$ cat config.mk
export PLATFORM = sky130hd
export DESIGN_NAME = io_output_port
export DESIGN_NICKNAME = d
export VERILOG_FILES = /design/src/rtl/io_output_port.sv
export SDC_FILE = /design/constraint.sdc
export NUM_CORES = 1
export LEC_CHECK = 0
export CAP_MARGIN = 20
export CORE_ASPECT_RATIO = 2
export CORE_MARGIN = 8
export CORE_UTILIZATION = 30
export CTS_BUF_LIST = sky130_fd_sc_hd__clkbuf_4
export DETAILED_ROUTE_END_ITERATION = 8
export HOLD_SLACK_MARGIN = 0.08
export PLACE_DENSITY = 0.52
export REMOVE_ABC_BUFFERS = 1
export SETUP_SLACK_MARGIN = 0.3
export SYNTH_ARGS = -nofsm -noshare
export SYNTH_HDL_FRONTEND = slang
export SYNTH_SLANG_ARGS = --single-unit
$ cat constraint.sdc
create_clock -name CLK -period 2.5 [get_ports CLK]
set_clock_uncertainty 0.15 [all_clocks]
set_input_delay 0.5 -clock CLK [delete_from_list [all_inputs] [get_ports CLK]]
set_output_delay 0.5 -clock CLK [all_outputs]
set_load 0.02 [all_outputs]
$ cat src/rtl/io_output_port.sv
// Processor output port: buffers write-strobed words in a DEPTH-entry FIFO and
// presents them oldest-first over valid/ready. Optional status: IO_OUTPUT_PORT_STATUS_EN.
module io_output_port #(
    parameter int WIDTH = 16,
    parameter int DEPTH = 4
) (
    input  logic                     CLK,
    input  logic                     reset,
    input  logic                     wr_en,
    input  logic [WIDTH-1:0]         wr_data,
    output logic                     full,
    output logic                     empty,
    output logic [WIDTH-1:0]         out_data,
    output logic                     out_valid,
    input  logic                     out_ready
`ifdef IO_OUTPUT_PORT_STATUS_EN
    ,
    output logic                     overflow,
    input  logic                     clr_ovf,
    output logic [$clog2(DEPTH):0]   count
`endif
);
    localparam int AW = $clog2(DEPTH);

    logic [WIDTH-1:0] mem [DEPTH];
    logic [AW-1:0]    wr_ptr, rd_ptr;
    logic [AW:0]      cnt;
    logic             do_rd, do_wr;

    assign empty     = (cnt == '0);
    assign full      = (cnt == (AW+1)'(DEPTH));
    assign out_valid = !empty;
    // Mask keeps unreset memory contents from ever reaching the consumer.
    assign out_data  = out_valid ? mem[rd_ptr] : '0;

    assign do_rd = out_valid && out_ready;
    assign do_wr = wr_en && (!full || do_rd);

    always_ff @(posedge CLK or negedge reset) begin
        if (!reset) begin
            wr_ptr <= '0;
            rd_ptr <= '0;
            cnt    <= '0;
        end else begin
            if (do_wr) wr_ptr <= wr_ptr + 1'b1;
            if (do_rd) rd_ptr <= rd_ptr + 1'b1;
            case ({do_wr, do_rd})
                2'b10:   cnt <= cnt + 1'b1;
                2'b01:   cnt <= cnt - 1'b1;
                default: cnt <= cnt;
            endcase
        end
    end

    always_ff @(posedge CLK) begin
        if (do_wr) mem[wr_ptr] <= wr_data;
    end

`ifdef IO_OUTPUT_PORT_STATUS_EN
    logic drop;
    assign drop  = wr_en && full && !do_rd;
    assign count = cnt;

    always_ff @(posedge CLK or negedge reset) begin
        if (!reset)       overflow <= 1'b0;
        else if (clr_ovf) overflow <= 1'b0;
        else if (drop)    overflow <= 1'b1;
    end
`endif
endmodule

# ---- Yosys cells after proc, flatten, opt, wreduce, memory -nomap -nowiden
# Memories as Yosys holds them, arrays and structs flattened.
# Index checks and enable logic that the tools add are counted.
dict set report op_classes {
  reduce_logical 7
  n_eq_ne 3
  n_mux 4
  addsub 4
}
# cell n
set ops {}
lappend ops {{2-to-1 mux 16 bit} 1}
lappend ops {{case mux 3 bit (2 select lines)} 1}
lappend ops {{adder 2 x 1 -> 2 bit (second input constant)} 2}
lappend ops {{adder 3 x 1 -> 3 bit (second input constant)} 1}
lappend ops {{equality test 3 bit (second input constant)} 1}
lappend ops {{zero test 3 bit} 1}
lappend ops {{subtractor 3 x 1 -> 3 bit (second input constant)} 1}
lappend ops {{equality test 2 x 1 -> 1 bit (second input constant)} 1}
lappend ops {{equality test 2 bit (second input constant)} 1}
lappend ops {{logical AND 1 bit} 2}
lappend ops {{zero test 1 bit} 2}
lappend ops {{2-to-1 mux 1 bit} 2}
lappend ops {{nonzero test 2 bit} 1}
lappend ops {{logical OR 1 bit} 1}
dict set report word_totals {
  register_bits 7
  input_bits 20
  mem_count 1
  word_cells 22
  out_inout_bits 19
  ram_bits 64
}
# memory words word_bits rd rd_ports_with_merged_regs wr line_no
set mem_list {}
lappend mem_list {mem 4 16 1 0 1 25} ;# logic [WIDTH-1:0] mem [DEPTH];

# ---- Depth between registers and ports, before layout
# Gate-level depths: netlist (run 1).
dict set report logic_depth {
  depth_word 7
  ltp_mapped 9
  ltp_nobuf 9
}

# ---- Worst setup path before layout (run 1)
# OpenSTA, ideal clock, no wires.
dict set report synth_path {
  path_type {flip-flop to flip-flop}
  start {register cnt[0]}
  end {register cnt[2]}
  synth_period_minus_slack_ns 2.243
  path_stages_with_launch 10
  arrival_time_ns 2.014
  setup_slack_ns 0.257
  setup_ns 0.079
  t_required_ns 2.271
  cell_sequence {dfrtp_1 or3b_1 o21a_4 inv_1 ha_1 inv_1 fa_1 xor2_1 nor2_1 xor2_1}
}
dict set report synth_between {
  elab_chain_len 7
  word_cells_on_any_way 13
}
# element line_no
set synth_rtl {}
lappend synth_rtl {{from (decl)} 27} ;# logic [AW:0] cnt;
lappend synth_rtl {{from (signal assigned)} 48} ;# 2'b10: cnt <= cnt + 1'b1;
lappend synth_rtl {{from (signal assigned)} 49} ;# 2'b01: cnt <= cnt - 1'b1;
lappend synth_rtl {{from (signal assigned)} 50} ;# default: cnt <= cnt;
lappend synth_rtl {{zero test 3 bit} 30} ;# assign empty = (cnt == '0);
lappend synth_rtl {{zero test 1 bit} 32} ;# assign out_valid = !empty;
lappend synth_rtl {{logical AND 1 bit} 36} ;# assign do_rd = out_valid && out_ready;
lappend synth_rtl {{logical OR 1 bit} 37} ;# assign do_wr = wr_en && (!full || do_rd);
lappend synth_rtl {{logical AND 1 bit} 37}
lappend synth_rtl {{equality test 2 x 1 -> 1 bit / equality test 2 bit (equally long branches)} 47} ;# case ({do_wr, do_rd})
lappend synth_rtl {{case mux 3 bit (2 select lines) / nonzero test 2 bit (equally long branches)} n/a}
# Parallel ways exist; a longest one is shown, timed or not.
# A chain may end at the register's enable or synchronous reset.

# ---- Worst setup path after layout (run 1)
dict set report layout_path {
  start {register rd_ptr[0]}
  end {output port out_data[2]}
}
dict set report layout_between {
  elab_chain_len 2
}
# element line_no
set layout_rtl {}
lappend layout_rtl {{from (decl)} 26} ;# logic [AW-1:0] wr_ptr, rd_ptr;
lappend layout_rtl {{from (signal assigned)} 46} ;# if (do_rd) rd_ptr <= rd_ptr + 1'b1;
lappend layout_rtl {{memory read (4 x 16 bit)} n/a}
lappend layout_rtl {{2-to-1 mux 16 bit} 34} ;# assign out_data = out_valid ? mem[rd_ptr] : '0;
lappend layout_rtl {{to (decl)} 13} ;# output logic [WIDTH-1:0] out_data,
# No other way between the ends.

==> results of run 1 <==
==> area by class of cell <==
cell class                      count  area [sq um]
Fill cell                         812          5396
Clock buffer                        9         67.56
Sequential cell                    71          2098
Inverter                            8         35.03
Clock inverter                      6         110.1
Multi-Input combinational cell     56         765.7
Timing Repair Buffer               61         718.2
Tap cell                          104         130.1
==> logic make-up after synthesis <==
group,synth area share (%)
flip-flops,73.25
adder cells (fa/ha/maj),2.885
buffers and inverters,2.448
AND/OR/NAND/NOR,5.594
XOR/XNOR,1.836
AO/OA/AOI/OAI,0.5243
multiplexers,13.46
==> state kept, by name, indices dropped and copies added, names as in the netlist <==
signal  cells
cnt         3
rd_ptr      2
wr_ptr      2
mem        64
==> worst min path at each step <==
stage                  end  slack (ns)
detailed placement  cnt[0]        0.37
CTS                 cnt[2]        0.19
floorplan           cnt[0]        0.05
finish              cnt[2]        0.22
global route        cnt[2]        0.19
global placement    cnt[2]        0.31
==> critical path: stages (launching register included) <==
cell     delay [ns]
dfrtp_2        0.41
buf_6          0.11
buf_12         0.12
mux4_2         0.51
and2_4         0.15
buf_6          0.12
==> timing repair <==
| item | 4_1_cts | 5_1_grt |
|---|---|---|
| endpoints found under the setup margin | 21 | 21 |
| pin swaps | 15 | 5 |
| buffers inserted | 11 | 3 |
| gates resized for setup | 158 | 3 |
| cloned | 3 | 0 |
==> power by group through the flow <==
| stage | Clock (W) | Sequential (W) | Combinational (W) |
|---|---|---|---|
| after floorplan | 0 | 0.00176 | 0.00101 |
| after global placement | 0 | 0.00168 | 0.00183 |
| after detailed placement | 0 | 0.00171 | 0.00190 |
| after CTS | 0.000898 | 0.00167 | 0.00257 |
| after global routing | 0.000947 | 0.00169 | 0.00273 |
| final | 0.000867 | 0.00167 | 0.00257 |
==> through the flow <==
stage	cell area (sq um)	setup WS, ns	hold WS (ns)	TNS (ns)
final	3925	0.02290	0.2229	0
after global routing	3925	-0.05896	0.1928	-0.5036
after CTS	3879	-0.01736	0.1889	-0.05444
after detailed placement	3391	-0.1306	0.3662	-0.1306
after global placement	3391	0.01624	0.3146	0
after floorplan	2823	0.1610	0.05441	0
==> routing by layer <==
layer  GRT usage, %  vias up  part of all wire, %
li1               -      674                    -
met1          8.667      751                   35
met2          17.09       38                   58
met3          3.097       15                  4.5
met4          5.736        0                  3.1
met5              0        -                    0
==> cells in the final DEF (no fill, tap or decap), types with 4 or more instances in the layout <==
master	n
edfxtp_1	64
inv_1	4
buf_6	24
and2_4	21
clkbuf_4	9
buf_12	5
clkdlybuf4s50_1	19
dfrtp_1	6
mux4_2	16
ha_1	4
buf_4	10
==> impl_metrics.csv, run 1 <==
group,metric,value,unit
run_status,status,"complete, no violations",
yosys,synthArstFlopShare,9.859,%
clocking,ctsHtreeMaxLevel,3,
global_route,overflow,0,
cells_and_area,drive_gt1_share,49.29,%
clocking,path_clk_slew,0.10,ns
timing,rsz0062_at_grt,"true",
yosys,synth-seq-area-share,73.25,%
die,die_y,154.2,um
setup_path,worstSetupStartpointType,"flip-flop",
yosys,synth_largest_area_cell,"edfxtp_1",
yosys,synth.distinct_cells,20,
power,pwr-share-clk,17.0,%
clocking,cts_tree,"done",
power,p_int,0.003572,W
yosys,synth-seq-cells,71,
setup_path,rr_worst_depth,10,
timing,period_minus_slack,2.477,ns
die,rows,50,
clocking,cts.sinks,71,
setup_path,r2r-end,"cnt[2]",
power,switching_power,0.001532,W
setup_path,cp-startpoint,"rd_ptr[0]",
route,postRouteAntennaNets,0,
timing,hold_violations,0,
yosys,synthTopCellsByCount,"64 x edfxtp_1, 17 x and2_1, 16 x mux4_2",
yosys,yosysMostFrequentCell,"edfxtp_1",
placed_design,hpwl,3781,um
yosys,synthCells,141,
route,drt-total-wl,5665,um
route,dr_total_vias,1478,
cells_and_area,num_antenna_cells,0,
die,die-width,85.08,um
clocking,root_buffer,"clkbuf_4",
yosys,yosysWarningCount,0,
yosys,avgSynthCellArea,20.30,sq um
timing,tightest_slew,0.3810,ns
timing,period_share,99.08,%
power,power_frac_seq,32.7,%
cells_and_area,layout.nets,233,
timing,relSlewSlack,74.52,%
setup_path,end_kind,"primary output",
global_route,grt_first_pass_wirelength,8983,um
clocking,cts-buffers-inserted,9,
cells_and_area,fin_util,42.11,%
timing,slew_violations,0,
yosys,synth_area_leaders,"edfxtp_1 67%, mux4_2 13%, dfrtp_1 6.1%",
power,ir_drop,0.0003807,V
yosys,synthFlopType,"edfxtp_1",
route,vias_per_cell,4.692,
power,p_total,0.005104,W
timing,setup_viol,0,
yosys,synth_top_area_share,67.13,%
die,die-area,13110,sq um
die,initial_utilization,30.71,%
setup_path,critPathArrivalTime,1.83,ns
route,route.detailed.drc,0,
global_route,track_usage,9.395,%
setup_path,worstSetupPathType,"reg -> out",
placed_design,gp_congestion,0.7168,
global_route,grt_max_degree,17,
setup_path,crit_required,1.85,ns
setup_path,cp-endpoint,"out_data[2]",
power,switching_share,30.01,%
global_route,grt_pass1_vias,1771,
hold_path,hold_path_class,"in -> async",
setup_path,path_max_fanout,6,
job,drv_cap,0,
yosys,synth-edff-count,64,
yosys,netlist_area,2863,sq um
clocking,clock_path_buffers,2,
clocking,clock_latency,0.40,ns
route,drt_iter0_drc,88,
cells_and_area,fin_cells,315,
placed_design,numPortBuffers,38,
route,drtPass1Iterations,4,
clocking,cts_hold_buf,0,
timing,fmax,403.7,MHz
setup_path,regToRegSetupSlack,0.10,ns
route,wire_per_inst,17.98,um
die,core,9321,sq um
global_route,antenna_found_initial,0,
power,comb_power_share,50.3,%
power,p_leak,1.450,nW
power,powerDensity,1300,nW/um^2
setup_path,r2r_start,"cnt[0]",
placed_design,dp_cells,283,
die,io_pins,39,
cells_and_area,area_delta_synth_final,37.11,%
Note: power is estimated with default switching activity, not from simulation.
==> inputs of run 2 (changes only) <==
--- a/config.mk
+++ b/config.mk
@@ -7,7 +7,7 @@
 export LEC_CHECK = 0
 export CAP_MARGIN = 20
 export CORE_ASPECT_RATIO = 2
-export CORE_MARGIN = 8
+export CORE_MARGIN = 4
 export CORE_UTILIZATION = 30
 export CTS_BUF_LIST = sky130_fd_sc_hd__clkbuf_4
 export DETAILED_ROUTE_END_ITERATION = 8
==> run 2 against run 1 <==
The flow now finishes with violations (negative setup slack). Count of clock-buffer cells in the layout is 2 higher. Final cell count is 2.5% lower. Sequential share of layout area is 2.4 points higher. Die area is 14% lower. Fmax is 1.9% lower. Global-route usage is 1.9 points higher. Highest routed layer unchanged. Sequential power hardly changed. Critical path depth is 1 lower. Hold slack worse by 0.011 ns. Sequential cell count stayed put. Routed wire length is 6.0% higher. Core utilization is 1.8 points lower.
==> impl_metrics.csv, run 2 (synthesized netlist as in run 1, its figures left out) <==
group,metric,value,unit
die,io_pins,39,
setup_path,worstSetupPathType,"reg -> out",
power,switching_power,0.001503,W
setup_path,path_max_fanout,8,
cells_and_area,fillers,836,
route,route.detailed.drc,0,
cells_and_area,postLayoutCellArea,3757,sq um
global_route,overflow,0,
power,pwr-share-clk,11.7,%
global_route,track_usage,11.32,%
global_route,grt_first_pass_wirelength,9073,um
route,vias_per_cell,4.704,
die,die_y,146.2,um
die,initial_utilization,30.71,%
power,ir_drop,0.0006674,V
cells_and_area,drive_gt1_share,46.53,%
placed_design,numPortBuffers,38,
timing,slew_violations,0,
timing,period_share,101.0,%
cells_and_area,layout_common_cells,"64 x edfxtp_1, 20 x buf_6, 19 x clkdlybuf4s50_1",
power,comb_power_share,51.9,%
setup_path,worstSetupStartpointType,"flip-flop",
global_route,grt_max_degree,21,
clocking,cts.sinks,71,
timing,setup_viol,1,
route,drt-total-wl,6003,um
route,dr_total_vias,1444,
cells_and_area,largestRegisters,"mem (64), cnt (3)",
die,rows,50,
clocking,clock_path_buffers,2,
die,core,9321,sq um
hold_path,hold_path_class,"in -> async",
cells_and_area,largest_register,"mem",
cells_and_area,layout.nets,225,
cells_and_area,largest_register_ffs,64,
route,drtPass1Iterations,4,
setup_path,crit_required,1.85,ns
global_route,grt_pass1_vias,1695,
timing,rsz0062_at_grt,"true",
cells_and_area,layout_commonest_cell,"edfxtp_1",
power,p_leak,1.364,nW
placed_design,hpwl,3878,um
cells_and_area,area_delta_synth_final,31.25,%
route,wire_per_inst,19.55,um
setup_path,end_kind,"primary output",
timing,relSlewSlack,69.46,%
timing,hold_violations,0,
power,power_frac_seq,36.4,%
placed_design,post_dp_cell_area,3436,sq um
global_route,antenna_found_initial,1,
setup_path,r2r-end,"cnt[2]",
setup_path,critPathArrivalTime,1.88,ns
route,postRouteAntennaNets,0,
die,die-width,77.08,um
setup_path,r2r_start,"cnt[1]",
clocking,ctsHtreeMaxLevel,3,
timing,setup_slack,-0.02503,ns
timing,fmax,396.0,MHz
clocking,clock_latency,0.40,ns
timing,tightest_slew,0.4580,ns
run_status,status,"complete, but fails checks",
clocking,cts-buffers-inserted,9,
clocking,path_clk_slew,0.10,ns
route,drt_iter0_drc,110,
power,p_int,0.003165,W
job,drv_cap,0,
setup_path,regToRegSetupSlack,0.18,ns
clocking,cts_tree,"done",
timing,period_minus_slack,2.525,ns
die,die-area,11260,sq um
clocking,root_buffer,"clkbuf_4",
power,switching_share,32.19,%
run_status,violations,"negative setup slack",
placed_design,dp_slack,-0.06261,ns
setup_path,rr_worst_depth,10,
power,powerDensity,1242,nW/um^2
placed_design,gp_congestion,0.6998,
run 2: changes by cell type in the layout (fill, tap and decap cells not counted), sizes merged:
cell	before	now
clkbuf	9	12
inv	7	8
diode	0	1
clkinvlp	1	0
buf	42	33
bufinv	3	0
run 2: metal layers:
metal / vias up / track usage, % / wire length [um]
met2: 35 / 22.29 / 3689
met4: 0 / 5.971 / 154
met5: - / 0 / 0
met3: 14 / 3.580 / 221
met1: 738 / 9.652 / 1937
li1: 657 / - / -
run 2: final cells by class:
type	count	area, sq um	area share (%)
Sequential cell	71	2098	55.84
Tap cell	104	130.1	3.463
Antenna cell	1	2.502	0.06660
Clock inverter	3	12.51	0.3330
Timing Repair Buffer	53	635.6	16.92
Clock buffer	11	82.58	2.198
Inverter	8	35.03	0.9324
Multi-Input combinational cell	56	760.7	20.25
run 2: worst max path at each step:
| stage | cells after the start | to | slack (ns) | start |
|---|---|---|---|---|
| floorplan | 2 | out_data[0] | 0.16 | rd_ptr[0] |
| global placement | 4 | out_data[3] | 0.02 | rd_ptr[0] |
| detailed placement | 9 | cnt[2] | -0.06 | out_ready |
| CTS | 4 | out_data[3] | -0.08 | rd_ptr[0] |
| global route | 4 | out_data[3] | -0.11 | rd_ptr[0] |
| finish | 4 | out_data[3] | -0.03 | rd_ptr[0] |
run 2: worst max-delay path, cell delays in order, from the launching register on:
cell and delay [ns]:
dfrtp_2 0.48, buf_12 0.17, mux4_2 0.53, and2_4 0.16
buf_6 0.12
run 2: power groups by stage:
stage | Clock (W) | Combinational [W] | Sequential, W
6_report | 0.000546 | 0.00242 | 0.00170
5_1_grt | 0.000627 | 0.00258 | 0.00172
4_1_cts | 0.000574 | 0.00234 | 0.00170
3_5_place_dp | 0 | 0.00196 | 0.00171
3_3_place_gp | 0 | 0.00189 | 0.00168
2_1_floorplan | 0 | 0.00101 | 0.00176
run 2: per-stage QoR:
| stage | instances | util, % | setup TNS [ns] | hold slack [ns] | power (W) |
|---|---|---|---|---|---|
| finish | 307 | 40.31 | -0.02503 | 0.2116 | 0.004668 |
| global route | 307 | 40.31 | -1.072 | 0.2087 | 0.004926 |
| CTS | 300 | 39.36 | -0.4328 | 0.1878 | 0.004618 |
| detailed placement | 284 | 36.86 | -0.07010 | 0.3334 | 0.003671 |
| global placement | 284 | 36.86 | 0 | 0.3131 | 0.003577 |
| floorplan | 135 | - | 0 | 0.05441 | 0.002771 |
run 2: what timing repair did:
item,CTS,global route
pin swaps,19,4
resized for setup,144,7
setup buffers,1,4
hold buffers,0,0
endpoints found under the setup margin,21,21
gates cloned,1,2
